### config.mk
export PLATFORM = sky130hd
export DESIGN_NAME = dynamic_obfuscation_pipe_flat
export DESIGN_NICKNAME = d
export VERILOG_FILES = /design/src/rtl/dynamic_obfuscation_pipe_if.sv /design/src/rtl/dynamic_obfuscation_pipe.sv /design/src/flat_wrapper.sv
export SDC_FILE = /design/constraint.sdc
export NUM_CORES = 1
export LEC_CHECK = 0
export ABC_AREA = 1
export CAP_MARGIN = 25
export CORE_MARGIN = 2
export CORE_UTILIZATION = 49
export CTS_CLUSTER_SIZE = 40
export DETAILED_ROUTE_END_ITERATION = 8
export PLACE_DENSITY = 0.81
export SLEW_MARGIN = 30
export SYNTH_ARGS = -nofsm -noshare
export SYNTH_HDL_FRONTEND = slang
export SYNTH_SLANG_ARGS = --single-unit
### constraint.sdc
create_clock -name Clk -period 2.05 [get_ports Clk]
set_input_delay 0.41 -clock Clk [delete_from_list [all_inputs] [get_ports Clk]]
set_output_delay 0.41 -clock Clk [all_outputs]
set_load 0.02 [all_outputs]
### src/rtl/dynamic_obfuscation_pipe_if.sv
// Valid/ready stream bundle used on both sides of the obfuscation pipe.
// The master drives data/valid and the slave drives ready.
interface dynamic_obfuscation_pipe_if #(
    parameter int unsigned WIDTH = 64
);
    logic [WIDTH-1:0] data;
    logic             valid;
    logic             ready;

    modport master (output data, output valid, input ready);
    modport slave  (input data, input valid, output ready);
endinterface

### src/rtl/dynamic_obfuscation_pipe.sv
// Key-gated obfuscation stage: genuine bits only where the loaded key matches GKey,
// LFSR decoy elsewhere, with a registered valid/ready output and a wrong-key lockout FSM.
module dynamic_obfuscation_pipe #(
    parameter int unsigned WIDTH     = 64,
    parameter int unsigned MAX_FAIL  = 3,
    parameter logic [31:0] LFSR_SEED = 32'hACE1_5EED
) (
    input  logic                                Clk,
    input  logic                                Rst_n,
    input  logic                                EN,
    dynamic_obfuscation_pipe_if.slave           i_stream,
    dynamic_obfuscation_pipe_if.master          o_stream,
    input  logic [WIDTH-1:0]                    InputKey,
    input  logic                                KeyLoad,
    input  logic [WIDTH-1:0]                    GKey,
    output logic                                DataGenuine,
    output logic                                Locked,
    output logic [$clog2(MAX_FAIL+1)-1:0]       FailCount
);
    localparam int unsigned FW   = $clog2(MAX_FAIL + 1);
    localparam logic [31:0] SEED = (LFSR_SEED == 32'h0) ? 32'h1 : LFSR_SEED;
    // Galois feedback mask for x^32+x^22+x^2+x+1 (right-shifting form)
    localparam logic [31:0] TAPS = 32'h8020_0003;

    typedef enum logic [1:0] {
        ST_IDLE,
        ST_OPEN,
        ST_PARTIAL,
        ST_LOCKED
    } state_t;

    state_t           r_state;
    state_t           w_state_nxt;
    logic [FW-1:0]    r_fail;
    logic [FW-1:0]    w_fail_nxt;
    logic [FW-1:0]    w_fail_inc;
    logic             w_key_load;
    logic [WIDTH-1:0] r_key;
    logic [31:0]      r_lfsr;
    logic [31:0]      w_lfsr_nxt;
    logic [WIDTH-1:0] r_dout;
    logic             r_valid;
    logic             r_genuine;
    logic             w_in_ready;
    logic             w_accept;
    logic [WIDTH-1:0] w_mask;
    logic [WIDTH-1:0] w_decoy;
    logic [WIDTH-1:0] w_word;

    assign w_in_ready     = EN && (!r_valid || o_stream.ready);
    assign w_accept       = i_stream.valid && w_in_ready;
    assign i_stream.ready = w_in_ready;
    assign o_stream.data  = r_dout;
    assign o_stream.valid = r_valid;
    assign DataGenuine    = r_genuine;
    assign Locked         = (r_state == ST_LOCKED);
    assign FailCount      = r_fail;
    assign w_fail_inc     = r_fail + FW'(1);
    assign w_lfsr_nxt     = {1'b0, r_lfsr[31:1]} ^ (r_lfsr[0] ? TAPS : 32'h0);

    always_comb begin
        w_mask  = '0;
        w_decoy = '0;
        for (int unsigned i = 0; i < WIDTH; i++) begin
            w_decoy[i] = i_stream.data[i] ^ GKey[i] ^ r_lfsr[i % 32];
        end
        if (r_state == ST_OPEN || r_state == ST_PARTIAL) begin
            w_mask = ~(r_key ^ GKey);
        end
        w_word = (w_mask & i_stream.data) | (~w_mask & w_decoy);
    end

    always_comb begin
        w_state_nxt = r_state;
        w_fail_nxt  = r_fail;
        w_key_load  = 1'b0;
        if (KeyLoad && r_state != ST_LOCKED) begin
            w_key_load = 1'b1;
            if (InputKey == GKey) begin
                w_state_nxt = ST_OPEN;
                w_fail_nxt  = '0;
            end else begin
                w_fail_nxt  = w_fail_inc;
                w_state_nxt = (w_fail_inc == FW'(MAX_FAIL)) ? ST_LOCKED : ST_PARTIAL;
            end
        end
    end

    always_ff @(posedge Clk or negedge Rst_n) begin
        if (!Rst_n) begin
            r_state <= ST_IDLE;
            r_fail  <= '0;
            r_key   <= '0;
        end else begin
            r_state <= w_state_nxt;
            r_fail  <= w_fail_nxt;
            if (w_key_load) begin
                r_key <= InputKey;
            end
        end
    end

    // The beat samples the pre-edge key/state, so a same-cycle KeyLoad only affects later beats
    always_ff @(posedge Clk or negedge Rst_n) begin
        if (!Rst_n) begin
            r_dout    <= '0;
            r_valid   <= 1'b0;
            r_genuine <= 1'b0;
            r_lfsr    <= SEED;
        end else if (w_accept) begin
            r_dout    <= w_word;
            r_valid   <= 1'b1;
            r_genuine <= (r_state == ST_OPEN);
            r_lfsr    <= w_lfsr_nxt;
        end else if (r_valid && o_stream.ready) begin
            r_valid   <= 1'b0;
        end
    end
endmodule

### src/flat_wrapper.sv
// flat-port wrapper written by rule: the top's interface ports become plain ports
module dynamic_obfuscation_pipe_flat 
#(
    parameter int unsigned WIDTH     = 64,
    parameter int unsigned MAX_FAIL  = 3,
    parameter logic [31:0] LFSR_SEED = 32'hACE1_5EED
)
  (Clk, Rst_n, EN, InputKey, KeyLoad, GKey, DataGenuine, Locked, FailCount, i_stream_data, i_stream_valid, i_stream_ready, o_stream_data, o_stream_valid, o_stream_ready);
  dynamic_obfuscation_pipe_if #(.WIDTH(WIDTH)) i_stream_i ();
  dynamic_obfuscation_pipe_if #(.WIDTH(WIDTH)) o_stream_i ();
  input  logic Clk;
  input  logic Rst_n;
  input  logic EN;
  input  logic [WIDTH-1:0] InputKey;
  input  logic KeyLoad;
  input  logic [WIDTH-1:0] GKey;
  output logic DataGenuine;
  output logic Locked;
  output logic [$clog2(MAX_FAIL+1)-1:0] FailCount;
  input wire logic [$bits(i_stream_i.data)-1:0] i_stream_data;
  input wire logic [$bits(i_stream_i.valid)-1:0] i_stream_valid;
  output wire logic [$bits(i_stream_i.ready)-1:0] i_stream_ready;
  output wire logic [$bits(o_stream_i.data)-1:0] o_stream_data;
  output wire logic [$bits(o_stream_i.valid)-1:0] o_stream_valid;
  input wire logic [$bits(o_stream_i.ready)-1:0] o_stream_ready;
  assign i_stream_i.data = i_stream_data;
  assign i_stream_i.valid = i_stream_valid;
  assign i_stream_ready = i_stream_i.ready;
  assign o_stream_data = o_stream_i.data;
  assign o_stream_valid = o_stream_i.valid;
  assign o_stream_i.ready = o_stream_ready;
  dynamic_obfuscation_pipe #(.WIDTH(WIDTH), .MAX_FAIL(MAX_FAIL), .LFSR_SEED(LFSR_SEED)) u_core (.Clk(Clk), .Rst_n(Rst_n), .EN(EN), .i_stream(i_stream_i), .o_stream(o_stream_i), .InputKey(InputKey), .KeyLoad(KeyLoad), .GKey(GKey), .DataGenuine(DataGenuine), .Locked(Locked), .FailCount(FailCount));
endmodule
# After elaboration in Yosys (flattened, before gate mapping)
# Index checks and enable logic that the tools add are counted.
word_totals:
  regBits: 166
  inputBits: 198
  wordCells: 165
classes:
  addsub: 1
  n_eq_ne: 6
  muxes: 8
  bitwise_logic: 135
  n_reduce_logical: 8
op_table:
  columns: ["operator", "n"]
  rows:
  - ["$and 64x64->64", 2]
  - ["$not 64->64", 2]
  - ["$xor 1x1->1", 128]
  - ["$eq 64x64->1", 1]
  - ["$mux 64", 1]
  - ["$or 64x64->64", 1]
  - ["$xor 64x64->64", 1]
  - ["$mux 32", 1]
  - ["$xor 31x32->32", 1]
  - ["$eq 2x2->1 const B", 3]
  - ["$logic_and 1x1->1", 4]
  - ["$mux 1", 4]
  - ["$mux 2", 2]
  - ["$add 2x1->2 const B", 1]
  - ["$eq 2x1->1 const B", 1]
  - ["$logic_or 1x1->1", 2]
  - ["$ne 2x2->1 const B", 1]
  - ["$reduce_bool 2->1", 1]
  - ["$logic_not 1->1", 1]

# Depth between registers and ports, before layout
logic_depth:
  word_depth: 6
  depth_mapped: 12

# Worst setup path after synthesis
# Ideal clock, no wire load.
synth_timing:
  kind: "reg2reg"
  from: "register u_core.r_state[0]"
  to: "register u_core.r_dout[41], in the netlist u_core.o_stream.data[41]"
  setup_ps: 132
  t_arrival_ps: 1479
  setup_slack_ps: 438
  path_stages_with_launch: 9
  cell_sequence: "dfrtp_1 > ha_1 > buf_6 > buf_6 > buf_6 > o211ai_1 > nand2_1 > xnor2_1 > o21ai_1"
synth_via:
  elab_chain_len: 6
  word_cells_on_any_way: 8
  cone_classes: "2 x eq/ne; 1 x mux; 4 x bitwise; 1 x reduce/logical"
synth_rtl:
  columns: ["element", "line", "rtl"]
  rows:
  - ["from (decl)", "dynamic_obfuscation_pipe.sv:32", "state_t r_state;"]
  - ["from (signal assigned)", "dynamic_obfuscation_pipe.sv:95", "r_state <= w_state_nxt;"]
  - ["$eq 2x1->1 or $eq 2x2->1 (tied branches)", "dynamic_obfuscation_pipe.sv:67", "if (r_state == ST_OPEN || r_state == ST_PARTIAL) begin"]
  - ["$logic_or 1x1->1 (*)", "dynamic_obfuscation_pipe.sv:67", null]
  - ["$mux 64 (*)", "dynamic_obfuscation_pipe.sv:67", null]
  - ["$not 64->64", "dynamic_obfuscation_pipe.sv:70", "w_word = (w_mask & i_stream.data) | (~w_mask & w_decoy);"]
  - ["$and 64x64->64", "dynamic_obfuscation_pipe.sv:70", null]
  - ["$or 64x64->64 (*)", "dynamic_obfuscation_pipe.sv:70", null]
  - ["to (signal assigned)", "dynamic_obfuscation_pipe.sv:111", "r_dout <= w_word;"]
  - ["to (decl)", "dynamic_obfuscation_pipe.sv:41", "logic [WIDTH-1:0] r_dout;"]
# Every way passes the cells marked *; elsewhere a longest branch is shown, timed or not.
# A chain may end at the register's enable or synchronous reset.

# Worst setup path in the final report
layout_timing:
  from: "register u_core.r_fail[1], in the netlist u_core.FailCount[1]"
  to: "output port FailCount[1]"
layout_rtl:
  columns: ["element", "line", "rtl"]
  rows:
  - ["from (decl)", "dynamic_obfuscation_pipe.sv:34", "logic [FW-1:0] r_fail;"]
  - ["from (signal assigned)", "dynamic_obfuscation_pipe.sv:96", "r_fail <= w_fail_nxt;"]
  - ["to (decl)", "flat_wrapper.sv:19", "output logic [$clog2(MAX_FAIL+1)-1:0] FailCount;"]
# No word-level cell between the ends.

==> metrics.txt <==
status complete, no violations; total stage count of the critical path 1; R2R Path End u_core.o_stream.data[63]; Rows 51; initial drt markers 582; Worst Path Arrival 1.46 ns; max-slew violations 0; Worst Path Buf+Inv 1; most frequent cells in the layout 484 x nand2_1, 264 x clkdlybuf4s50_1, 147 x dfrtp_1; largest cells by area after synthesis dfrtp_1 38%, nand2_1 19%, o21ai_0 7.3%; crit path kind reg -> out; Post-route DRC 0; Final Setup Violations 0; vias in the first global route 8980; worst slack, placed -0.0897 ns; post-route ant nets 0; Crit path max-delay family buffers and inverters; Max Cap Viol 0; worst reg2reg setup slack 0.24 ns; vias per std cell 5.05; Design Power 15100 uW; Mapped Cells 1297; Nets 1760; Worst Setup End Kind output port; Synth-to-Final Area Change 37.0%; RSZ-0062 raised after global routing false; maximum VDD drop 0.000694 V; diodes inserted 0; final setup TNS 0 ns; initial antenna violation count 1; post-synth top area share 38.3%; PwrDens 1150 nW/um^2; most common cell after layout, fill and taps aside nand2_1; final setup margin 0.176 ns; CTS max path bufs 2; worst-path cell chain clkdlybuf4s50_1; drt wl/cell 14.8 um; Worst Reg-to-Reg Cells 6; total setup buffers inserted after CTS 0; Relative slew margins 67.7%; IO Port Bufs 267; Hold Path Cell Cnt 2; r2r startpoint u_core.r_state[0]; drt pass-1 iters 7; gr ovfl total 0; die outline area 20800 sq um; Max stage delay on crit path 0.66 ns; cts bufs inserted 17; Critical Path End FailCount[1]; slew at the pin closest to its max-slew limit 0.484 ns; worst hold slack 0.480 ns; starting density of the core 49.7%; Final Cycle Share 91.4%; Core ar. 19300 sq um; Yosys cell types 27; DR vias 9279; Clock Skew 0.0109 ns; chip height 144 um; Leak 0.00627 uW; clk root buf clkbuf_16; CTS tree done; Hold Violations, Final 0; net count after synthesis 1498; Reg clk slew, reported paths 0.06 ns; first-pass GRT wire length 43300 um; Cell Area, Synth 9610 sq um; DIE WIDTH 144 um; clk_lat worst skew 0.42 ns; GRT Total Usage 26.6%; Synth area leader dfrtp_1; slowest library cell on the worst path clkdlybuf4s50_1; final WL 27200 um; Fmax 0.534 GHz; layout cell share with drive strength beyond 1 6.04%; crit start category flip-flop; Placed Area 12600 sq um; Worst Setup SP u_core.FailCount[1]; Min-Delay Path Class reg -> reg; CP max FO 3; I/O pin count 268; post-synthesis sequential area ratio 43.5%; GPL Wtd Cong 0.840; Final Instance Area 13200 sq um; H-Tree Depth 4; yosys warns 0; Final Critical Period 1.87 ns; placed wire-length estimate 20000 um; largest net degree at the start of global routing 91; syn_area_per_cell 7.41 sq um; FF+latch count, synth 166; # clock sinks 166; Worst Path Required 1.64 ns
## Yosys cell counts
cell type  number
nand2_1       484
dfrtp_1       147
inv_1         145
o21ai_0       140
nor2_1         72
xnor2_1        64
nand3_1        54
o211ai_1       49
o21ai_1        22
buf_6          19
dfstp_2        19
xor2_1         18
clkbuf_1       14
buf_2          10
o31ai_2        10
nor3_1          8
inv_2           5
ha_1            3
nand2_2         3
buf_4           2
clkbuf_2        2
nor2_2          2
a21oi_1         1
and2_4          1
clkbuf_8        1
inv_4           1
nand3b_1        1
## report_power, final
| group | switching [uW] | internal (uW) | total, uW | leakage, uW |
|---|---|---|---|---|
| clock | 1340 | 1840 | 3180 | 0.000267 |
| combinational | 3760 | 2930 | 6690 | 0.00398 |
| sequential | 791 | 4450 | 5240 | 0.00202 |
| total | 5890 | 9210 | 15100 | 0.00627 |
## worst min path at each step
stage | endpoint | startpoint
after floorplan | u_core.DataGenuine | Rst_n
after global placement | u_core.o_stream.data[45] | Rst_n
after detailed placement | u_core.o_stream.data[15] | Rst_n
after CTS | u_core.o_stream.data[54] | u_core.o_stream.data[54]
after global routing | u_core.o_stream.data[17] | u_core.o_stream.data[17]
final | u_core.o_stream.data[54] | u_core.o_stream.data[54]
## what timing repair did
item                       in CTS  in global routing
setup endpoints to repair       2                  0
hold endpoints to repair       34                  0
hold buffers                    1                  0
gates resized for setup         2                  0
## routing by layer
metal,vias up,GRT usage (%),routed length (um)
met5,-,0,17
met4,2,8.82,575
met3,41,6.03,1980
met2,321,45.2,13000
met1,4301,33.6,11600
li1,4614,-,-
## flip-flops by register name, indices dropped and copies added (netlist names)
| name | cells |
|---|---|
| u_core.DataGenuine | 1 |
| u_core.r_state | 2 |
| u_core.o_stream.data | 64 |
| u_core.FailCount | 2 |
| u_core.o_stream.valid | 1 |
| u_core.r_lfsr | 32 |
| u_core.r_key | 64 |
## layout make-up
cell class | instances | area, sq um
Inverter | 151 | 571
Multi-Input combinational cell | 932 | 4520
Timing Repair Buffer | 291 | 2990
Sequential cell | 166 | 4180
Clock inverter | 10 | 125
Fill cell | 1609 | 6160
Clock buffer | 22 | 454
Tap cell | 265 | 332
## through the flow
| step | util, % | cells |
|---|---|---|
| after floorplan | - | 1297 |
| after global placement | 65.1 | 1804 |
| after detailed placement | 65.1 | 1804 |
| after CTS | 68.1 | 1837 |
| after global routing | 68.1 | 1837 |
| final | 68.1 | 1837 |
## cell families (layout without fill, tap and decap cells)
kind of cell    after synthesis  after routing  synth area share [%]
compound gates              222            222                  13.6
xor+xnor                     82             82                  7.47
fa+ha+maj                     3              3                 0.391
buf+inv                     199            474                  9.62
flops                       166            166                  43.5
simple gates                625            625                  25.4
Power figures use the tool's default switching activity.
